[config.mk]
export PLATFORM = sky130hd
export DESIGN_NAME = read_master
export DESIGN_NICKNAME = d
export VERILOG_FILES = /design/src/rtl/read_master_pkg.sv /design/src/rtl/resp_fifo.sv /design/src/rtl/read_master.sv
export SDC_FILE = /design/constraint.sdc
export NUM_CORES = 1
export LEC_CHECK = 0
export BUFFER_PORTS_ARGS = -buffer_cell sky130_fd_sc_hd__buf_2
export CAP_MARGIN = 20
export CORE_MARGIN = 3
export CORE_UTILIZATION = 58
export CTS_CLUSTER_DIAMETER = 150
export CTS_CLUSTER_SIZE = 16
export DETAILED_ROUTE_END_ITERATION = 8
export PLACE_DENSITY_LB_ADDON = 0.05
export SETUP_SLACK_MARGIN = 0.15
export SYNTH_ARGS = -nofsm -noshare
export SYNTH_HDL_FRONTEND = slang
export SYNTH_SLANG_ARGS = --single-unit
[constraint.sdc]
create_clock -name ACLK -period 5.5 [get_ports ACLK]
set_input_delay 0.55 -clock ACLK [delete_from_list [all_inputs] [get_ports ACLK]]
set_output_delay 0.55 -clock ACLK [all_outputs]
set_load 0.02 [all_outputs]
[src/rtl/read_master_pkg.sv]
// Shared encodings and helpers for the AXI read master.
package read_master_pkg;

  localparam logic [1:0] BURST_FIXED = 2'b00;
  localparam logic [1:0] BURST_INCR  = 2'b01;
  localparam logic [1:0] BURST_WRAP  = 2'b10;

  localparam logic [1:0] SIZE_1B = 2'b00;
  localparam logic [1:0] SIZE_2B = 2'b01;
  localparam logic [1:0] SIZE_4B = 2'b10;

  localparam int unsigned MAX_ARLEN = 3;

  typedef enum logic [1:0] {
    ST_IDLE = 2'd0,
    ST_ADDR = 2'd1,
    ST_DATA = 2'd2
  } state_e;

  // The downstream slave never serves more than MAX_ARLEN+1 beats.
  function automatic logic [3:0] clamp_len(input logic [3:0] len);
    return (len > 4'(MAX_ARLEN)) ? 4'(MAX_ARLEN) : len;
  endfunction

  // Sizes wider than the 32-bit bus are folded back to 4 bytes.
  function automatic logic [1:0] legal_size(input logic [1:0] size);
    return (size == 2'b11) ? SIZE_4B : size;
  endfunction

endpackage

[src/rtl/resp_fifo.sv]
// Circular response buffer; the head entry reads as zero while empty.
module resp_fifo #(
  parameter int unsigned Width = 8,
  parameter int unsigned Depth = 4
) (
  input  logic                   ACLK,
  input  logic                   ARESET,
  input  logic                   push,
  input  logic                   pop,
  input  logic [Width-1:0]       wdata,
  output logic [Width-1:0]       rdata,
  output logic                   full,
  output logic                   empty,
  output logic [$clog2(Depth):0] count
);

  localparam int unsigned PtrW = $clog2(Depth);
  localparam int unsigned CntW = PtrW + 1;

  logic [Width-1:0] mem [Depth];
  logic [PtrW-1:0]  wr_ptr;
  logic [PtrW-1:0]  rd_ptr;
  logic [CntW-1:0]  cnt;
  logic             do_push;
  logic             do_pop;

  assign do_push = push && !full;
  assign do_pop  = pop && !empty;

  always_ff @(posedge ACLK or posedge ARESET) begin
    if (ARESET) begin
      wr_ptr <= '0;
      rd_ptr <= '0;
      cnt    <= '0;
    end else begin
      if (do_push) wr_ptr <= wr_ptr + PtrW'(1);
      if (do_pop)  rd_ptr <= rd_ptr + PtrW'(1);
      cnt <= cnt + CntW'(do_push) - CntW'(do_pop);
    end
  end

  always_ff @(posedge ACLK) begin
    if (do_push) mem[wr_ptr] <= wdata;
  end

  assign full  = (cnt == CntW'(Depth));
  assign empty = (cnt == '0);
  assign count = cnt;
  assign rdata = empty ? '0 : mem[rd_ptr];

endmodule

[src/rtl/read_master.sv]
// Single-outstanding AXI read master with a response buffer toward the host.
// Define READ_MASTER_CHECK_EN to flag ID and burst-length protocol errors per beat.
module read_master
  import read_master_pkg::*;
#(
  parameter int unsigned BusWidth = 32,
  parameter int unsigned tagbits  = 2,
  parameter int unsigned BufDepth = 4
) (
  input  logic                ACLK,
  input  logic                ARESET,
  input  logic                req_valid,
  output logic                req_ready,
  input  logic [tagbits-1:0]  req_id,
  input  logic [BusWidth-1:0] req_addr,
  input  logic [3:0]          req_len,
  input  logic [1:0]          req_size,
  input  logic [1:0]          req_burst,
  output logic [tagbits-1:0]  ARID,
  output logic [BusWidth-1:0] ARADDR,
  output logic [3:0]          ARLEN,
  output logic [1:0]          ARSIZE,
  output logic [1:0]          ARBURST,
  output logic [1:0]          ARLOCK,
  output logic [3:0]          ARCACHE,
  output logic [2:0]          ARPROT,
  output logic                ARVALID,
  input  logic                ARREADY,
  input  logic [tagbits-1:0]  RID,
  input  logic [BusWidth-1:0] RDATA,
  input  logic [1:0]          RRESP,
  input  logic                RLAST,
  input  logic                RVALID,
  output logic                RREADY,
  output logic [BusWidth-1:0] rd_data,
  output logic [tagbits-1:0]  rd_id,
  output logic                rd_last,
  output logic                rd_err,
  output logic                rd_valid,
  input  logic                rd_ready
);

  localparam int unsigned EntryW = BusWidth + tagbits + 2;
  localparam int unsigned CntW   = $clog2(BufDepth) + 1;

  state_e            state_q;
  state_e            state_d;
  logic              req_hs;
  logic              ar_hs;
  logic              r_push;
  logic              rd_pop;
  logic              beat_err;
  logic              fifo_full;
  logic              fifo_empty;
  logic [CntW-1:0]   fifo_count;
  logic [CntW-1:0]   count_nx;
  logic              full_nx;
  logic [EntryW-1:0] fifo_rdata;

  assign req_hs = req_valid && req_ready;
  assign ar_hs  = ARVALID && ARREADY;
  assign r_push = RVALID && RREADY && !fifo_full;
  assign rd_pop = rd_valid && rd_ready;

  assign ARLOCK  = '0;
  assign ARCACHE = '0;
  assign ARPROT  = '0;

  always_ff @(posedge ACLK or posedge ARESET) begin
    if (ARESET) state_q <= ST_IDLE;
    else        state_q <= state_d;
  end

  always_comb begin
    state_d = state_q;
    unique case (state_q)
      ST_IDLE: if (req_hs)           state_d = ST_ADDR;
      ST_ADDR: if (ar_hs)            state_d = ST_DATA;
      ST_DATA: if (r_push && RLAST)  state_d = ST_IDLE;
      default:                       state_d = ST_IDLE;
    endcase
  end

  // Buffer occupancy after this edge, so RREADY drops right after the filling push.
  always_comb begin
    count_nx = fifo_count + CntW'(r_push) - CntW'(rd_pop);
    full_nx  = (count_nx == CntW'(BufDepth));
  end

  always_ff @(posedge ACLK or posedge ARESET) begin
    if (ARESET) begin
      req_ready <= 1'b0;
      ARVALID   <= 1'b0;
      RREADY    <= 1'b0;
      ARID      <= '0;
      ARADDR    <= '0;
      ARLEN     <= '0;
      ARSIZE    <= '0;
      ARBURST   <= '0;
    end else begin
      req_ready <= (state_d == ST_IDLE);
      ARVALID   <= (state_d == ST_ADDR);
      RREADY    <= (state_d == ST_DATA) && !full_nx;
      if (req_hs) begin
        ARID    <= req_id;
        ARADDR  <= req_addr;
        ARLEN   <= clamp_len(req_len);
        ARSIZE  <= legal_size(req_size);
        ARBURST <= req_burst;
      end
    end
  end

`ifdef READ_MASTER_CHECK_EN
  logic [2:0] beat_cnt;
  logic       unused_rresp;

  always_ff @(posedge ACLK or posedge ARESET) begin
    if (ARESET)                          beat_cnt <= '0;
    else if (ar_hs)                      beat_cnt <= '0;
    else if (r_push && beat_cnt != 3'd7) beat_cnt <= beat_cnt + 3'd1;
  end

  // beat_cnt is the zero-based index of the beat currently on the R channel.
  assign beat_err = RRESP[1]
                  | (RID != ARID)
                  | (RLAST && ({1'b0, beat_cnt} != ARLEN))
                  | (!RLAST && ({1'b0, beat_cnt} > ARLEN));
  assign unused_rresp = RRESP[0];
`else
  logic unused_rresp;

  assign beat_err     = RRESP[1];
  assign unused_rresp = ^{RRESP[0], RID};
`endif

  resp_fifo #(
    .Width (EntryW),
    .Depth (BufDepth)
  ) u_resp_fifo (
    .ACLK   (ACLK),
    .ARESET (ARESET),
    .push   (r_push),
    .pop    (rd_pop),
    .wdata  ({RDATA, RID, RLAST, beat_err}),
    .rdata  (fifo_rdata),
    .full   (fifo_full),
    .empty  (fifo_empty),
    .count  (fifo_count)
  );

  assign rd_valid = !fifo_empty;
  assign {rd_data, rd_id, rd_last, rd_err} = fifo_rdata;

endmodule
== Word-level counts from Yosys, hierarchy flattened ==
Memory sizes are Yosys's and may differ from the RTL's.
Cells that the tools add are included.
Word-level totals
  bits in latches: 0
  RAM bits: 144
  input bits: 85
  memories: 1
  flip-flop bits (word level): 54
  output and inout port bits: 91
  ROM bits: 0
  word-level logic and storage cells: 51
Cells by class
  reduce and logical (&&, ||, !) cells: 15
  shift operators: 0
  equality and inequality tests: 7
  add/sub/neg operators: 6
  divide/modulo/power cells: 0
  multiplexer cells: 9
  $lt $le $gt $ge: 1
  bitwise gates (word level): 0
  multipliers: 0
Memories
  u_resp_fifo.mem: depth 4, bits a word 36, rd ports 1, clocked after memory_dff 0, write ports 1, line resp_fifo.sv:20  | logic [Width-1:0] mem [Depth];
Operator list (count)
  36-bit two-way mux: 1
  1-bit logical AND: 9
  2-bit two-way mux: 4
  3-bit by 1-bit adder with 3-bit output: 2
  2-bit equality test (second input constant): 3
  3-bit equality test (second input constant): 2
  2-bit case mux with 3 select lines: 1
  3-bit by 1-bit subtractor with 3-bit output: 2
  2-bit by 1-bit adder with 2-bit output (second input constant): 2
  2-bit by 1-bit equality test with 1-bit output (second input constant): 2
  4-bit by 2-bit greater-than comparator with 1-bit output (second input constant): 1
  2-bit zero test: 2
  4-bit two-way mux: 1
  1-bit zero test: 3
  3-bit zero test: 1
  1-bit two-way mux: 2

== Longest topological paths before layout ==
  depth in word-level cells: 8
  mapped depth: 7
  mapped depth without buffers: 7

== Cells and area by module ==
From an unflattened synthesis, not the netlist that was laid out.
Second synthesis, totals
  cells, all modules: 399
  area, all modules: 7902.6 um^2
Modules (own cells, without submodules)
  resp_fifo: cells each 265, times used 1, area an instance 5845.6 um^2, sequential area each 4499.3 um^2
  read_master: cells each 134, times used 1, area an instance 2057.0 um^2, sequential area each 1176.1 um^2

== Worst setup path after synthesis ==
OpenSTA, ideal clock, no wires.
  kind: input to register
  start point: in RVALID
  end point: mem u_resp_fifo.mem[0][0] in the netlist's numbering, enable pin
  path slack: 3.335 ns
  required time: 5.103 ns
  stages on the path: 3
  data arrival time: 1.768 ns
  library setup time: 0.397 ns
  buffers on the path: 0
  cell sequence: nand2_1 > nor2_2 > and2_1
Between the ends
  cells in the longest elaborated chain, start to end: 5
Ends and longest elaborated chain
  start, declared: line read_master.sv:33  | input logic RVALID,
  1-bit logical AND (2 in series): line read_master.sv:62  | assign r_push = RVALID && RREADY && !fifo_full;
  1-bit logical AND: line resp_fifo.sv:27  | assign do_push = push && !full;
  via u_resp_fifo.do_push: line resp_fifo.sv:24  | logic do_push;
  1-bit two-way mux: line resp_fifo.sv:43  | if (do_push) mem[wr_ptr] <= wdata;
  1-bit two-way mux (not written as such): line resp_fifo.sv:43
  end, declared: line resp_fifo.sv:20
The timed path passes the listed nets, and every way through them passes these cells.

== Worst setup path after layout ==
  start point: reg u_resp_fifo.rd_ptr[0]
  end point: out rd_data[0]
Between the ends
  cells in the longest elaborated chain, start to end: 2
Ends and longest elaborated chain
  start, declared: line resp_fifo.sv:22  | logic [PtrW-1:0] rd_ptr;
  start signal, assigned: line resp_fifo.sv:37  | if (do_pop) rd_ptr <= rd_ptr + PtrW'(1);
  memory 4 x 36 bit
  36-bit two-way mux: line resp_fifo.sv:49  | assign rdata = empty ? '0 : mem[rd_ptr];
  end, declared: line read_master.sv:35  | output logic [BusWidth-1:0] rd_data,
Every way passes these cells.

==> results.ini <==
[drt]
maxUsedRoutingLayer=met5
drt-wirelength-per-cell_um=18.6
wl_met3_mm=1.18
met2_length_mm=7.05
firstDrtPassIters=4
vias_per_cell=5.33
antenna_left=0
met1_length_mm=5.54
routed_wl_mm=13.9
route.detailed.drc=0
drtIter0Drc=289
vias=3995

[pwr]
p_comb_frac=0.349
switching_power_uw=1690
p_per_area_nw_per_um2=538
sw_frac_of_total=0.338
ir_drop_uv=321
seqPwrFrac=0.409
p_leak_uw=0.00364
p_int_uw=3310
clock_power_share=0.242

[logic_synthesis]
synthCells=394
ys_warn_count=0
synth_area_per_cell_um2=19.8
synth-seq-cells=198
ys_seq_area_frac=0.729
yosysUniqueCellTypes=33
syn_area_um2=7790

[cells_and_area]
final_common_cell=buf_2
nFillCells=822
areaGrowthSynthToFinish_pct=19.4
drive_gt1_frac=0.476
mostFrequentLayoutCells=buf_2 (165), edfxtp_1 (144), dfrtp_1 (52)
nNetsFinal=660
diodes=0

[floorplan]
coreArea_um2=12900
die_width_um=122
initial_core_util=0.605
ioPinCount=176
rows=41
die-area_um2=14900
die_h_um=122

[clock_network]
path_clk_slew_ns=0.07
clk_path_buf_depth=2
cts_buffers=17
cts.sink_count=198
postCtsResizedCells=0
htree_levels=4
clk_latency_ns=0.42
cts_tree=built
clockRootBuffer=clkbuf_16
cts_hold_buf=0
cts_setup_buffers=0

[critical_path]
r2r_slack_ns=3.36
start_kind=flip-flop
critical_path_class=flip-flop to primary output
arrival_ns=2.44
worstPathRequired_ns=4.95
cp-end-kind=primary output
crit_fanout=32
r2r_end=u_resp_fifo.mem[1][20]$_DFFE_PP_
worst-r2r-cell-count=3
rr_startpoint=u_resp_fifo.count[2]$_DFF_PP0_

[timing]
setup_slack_ns=2.51
relSlewSlack=0.325
hold_viol=0
rsz0062_at_grt=false
timing.final.setup_violations=0
timing.final.crit_period_ns=2.99
finalMaxSlewViolations=0
tightest_slew_ns=1.01
finalClockSkew_ns=0.00789
period_share=0.544
fin_setup_tns_ns=0
timing.fmax_ghz=0.334

[global_routing]
antenna_found_initial=1
grt_pass1_wl_mm=22.3
grt_util_all_layers=0.201
grt_max_degree=55
grt.overflow.total=0
grt_pass1_vias=4331

[flow_run]
maxCapViolCount=0

[place]
dp_slack_ns=2.89
gp_congestion=0.734
port_buffers=165
place_hpwl_mm=8.78

[min_path]
hp-class=input port to asynchronous set/reset pin

[run_status]
status=finished, final reports clean

## sequential cells by signal, indices dropped and copies added, names as in the netlist
| name | count |
|---|---|
| ARBURST | 2 |
| ARVALID | 1 |
| ARLEN | 4 |
| req_ready | 1 |
| ARID | 2 |
| u_resp_fifo.wr_ptr | 2 |
| RREADY | 1 |
| u_resp_fifo.rd_ptr | 2 |
| u_resp_fifo.mem | 144 |
| state_q | 2 |
| ARADDR | 32 |
| u_resp_fifo.count | 3 |
| ARSIZE | 2 |
## routing by layer
metal  track usage  up-vias
li1              -     1839
met1         0.255     1975
met2         0.328      165
met3        0.0715       14
met4        0.0672        2
met5             0        -
## logic make-up (layout without fill, tap and decap cells)
kind of cell             Yosys count  in the layout  share of synthesized area
AND/OR/NAND/NOR                   60             60                     0.0459
other                              1              9                   0.000481
flip-flops                       198            198                      0.729
multiplexers                      74             74                      0.163
AO/OA/AOI/OAI                     11             11                    0.00964
XOR/XNOR                           6              6                    0.00675
buffers and inverters             34            210                     0.0276
adder cells (fa/ha/maj)           10             10                     0.0180
## critical path, cell delays in order (launching register included)
cell and delay, ns:
dfrtp_2 0.48, buf_4 0.55, mux4_1 0.64, and2_1 0.19
buf_2 0.16
## worst max path at each step
stage	slack [ns]	endpoint	cells after the start	from
finish	2.51	rd_data[0]	4	u_resp_fifo.rd_ptr[0]$_DFFE_PP0P_
global route	2.30	rd_data[0]	4	u_resp_fifo.rd_ptr[0]$_DFFE_PP0P_
CTS	2.43	rd_data[0]	4	u_resp_fifo.rd_ptr[0]$_DFFE_PP0P_
detailed placement	2.89	rd_data[0]	4	u_resp_fifo.rd_ptr[0]$_DFFE_PP0P_
global placement	2.91	rd_data[31]	4	u_resp_fifo.rd_ptr[0]$_DFFE_PP0P_
floorplan	3.34	u_resp_fifo.mem[0][0]$_DFFE_PP_	3	RVALID
## power by group through the flow
stage	registers (µW)	logic (µW)	clock network (µW)
floorplan	2190	1130	0
global route	2080	1890	1290
global placement	2060	1750	0
finish	2050	1750	1210
CTS	2050	1780	1230
detailed placement	2080	1770	0
## metrics by stage
step / utilization / total power (µW) / std cells / instance area, µm² / hold slack, ns
final: 0.722 / 5000 / 750 / 9300 / 0.292
after global routing: 0.722 / 5270 / 750 / 9300 / 0.325
after CTS: 0.722 / 5060 / 750 / 9300 / 0.306
after detailed placement: 0.677 / 3850 / 718 / 8720 / 0.473
after global placement: 0.677 / 3810 / 718 / 8720 / 0.462
after floorplan: - / 3330 / 402 / 7820 / 0.453
## synth_stat cells, drive strengths merged
master | count | area share
o31a | 2 | 0.0022
and2 | 42 | 0.034
dfrtp | 54 | 0.17
mux2 | 38 | 0.055
xor2 | 2 | 0.0022
ha | 8 | 0.013
a311oi | 2 | 0.0022
nor2b | 1 | 0.00080
inv | 9 | 0.0043
nand2b | 1 | 0.00080
o21a | 1 | 0.00096
o21ai | 4 | 0.0026
buf | 21 | 0.021
nand4b | 1 | 0.0011
xnor2 | 4 | 0.0045
clkbuf | 4 | 0.0019
nand2 | 7 | 0.0034
conb | 1 | 0.00048
nor3 | 2 | 0.0013
edfxtp | 144 | 0.56
nor3b | 1 | 0.0016
fa | 2 | 0.0051
nor2 | 3 | 0.0018
mux4 | 36 | 0.11
a22oi | 1 | 0.00096
or3 | 1 | 0.00080
nand3 | 1 | 0.00064
a21oi | 1 | 0.00064
## area by class of cell
class                   count  area, µm²  area share
flip-flops and latches    198       5680       0.611
multi-input cells         170       1930       0.208
repair buffers            169        856      0.0920
clock buffers              18        429      0.0462
well taps                 172        215      0.0231
clock inverters            14        153      0.0164
inverters                   9       33.8     0.00363
(Power assumes the default switching activity.)
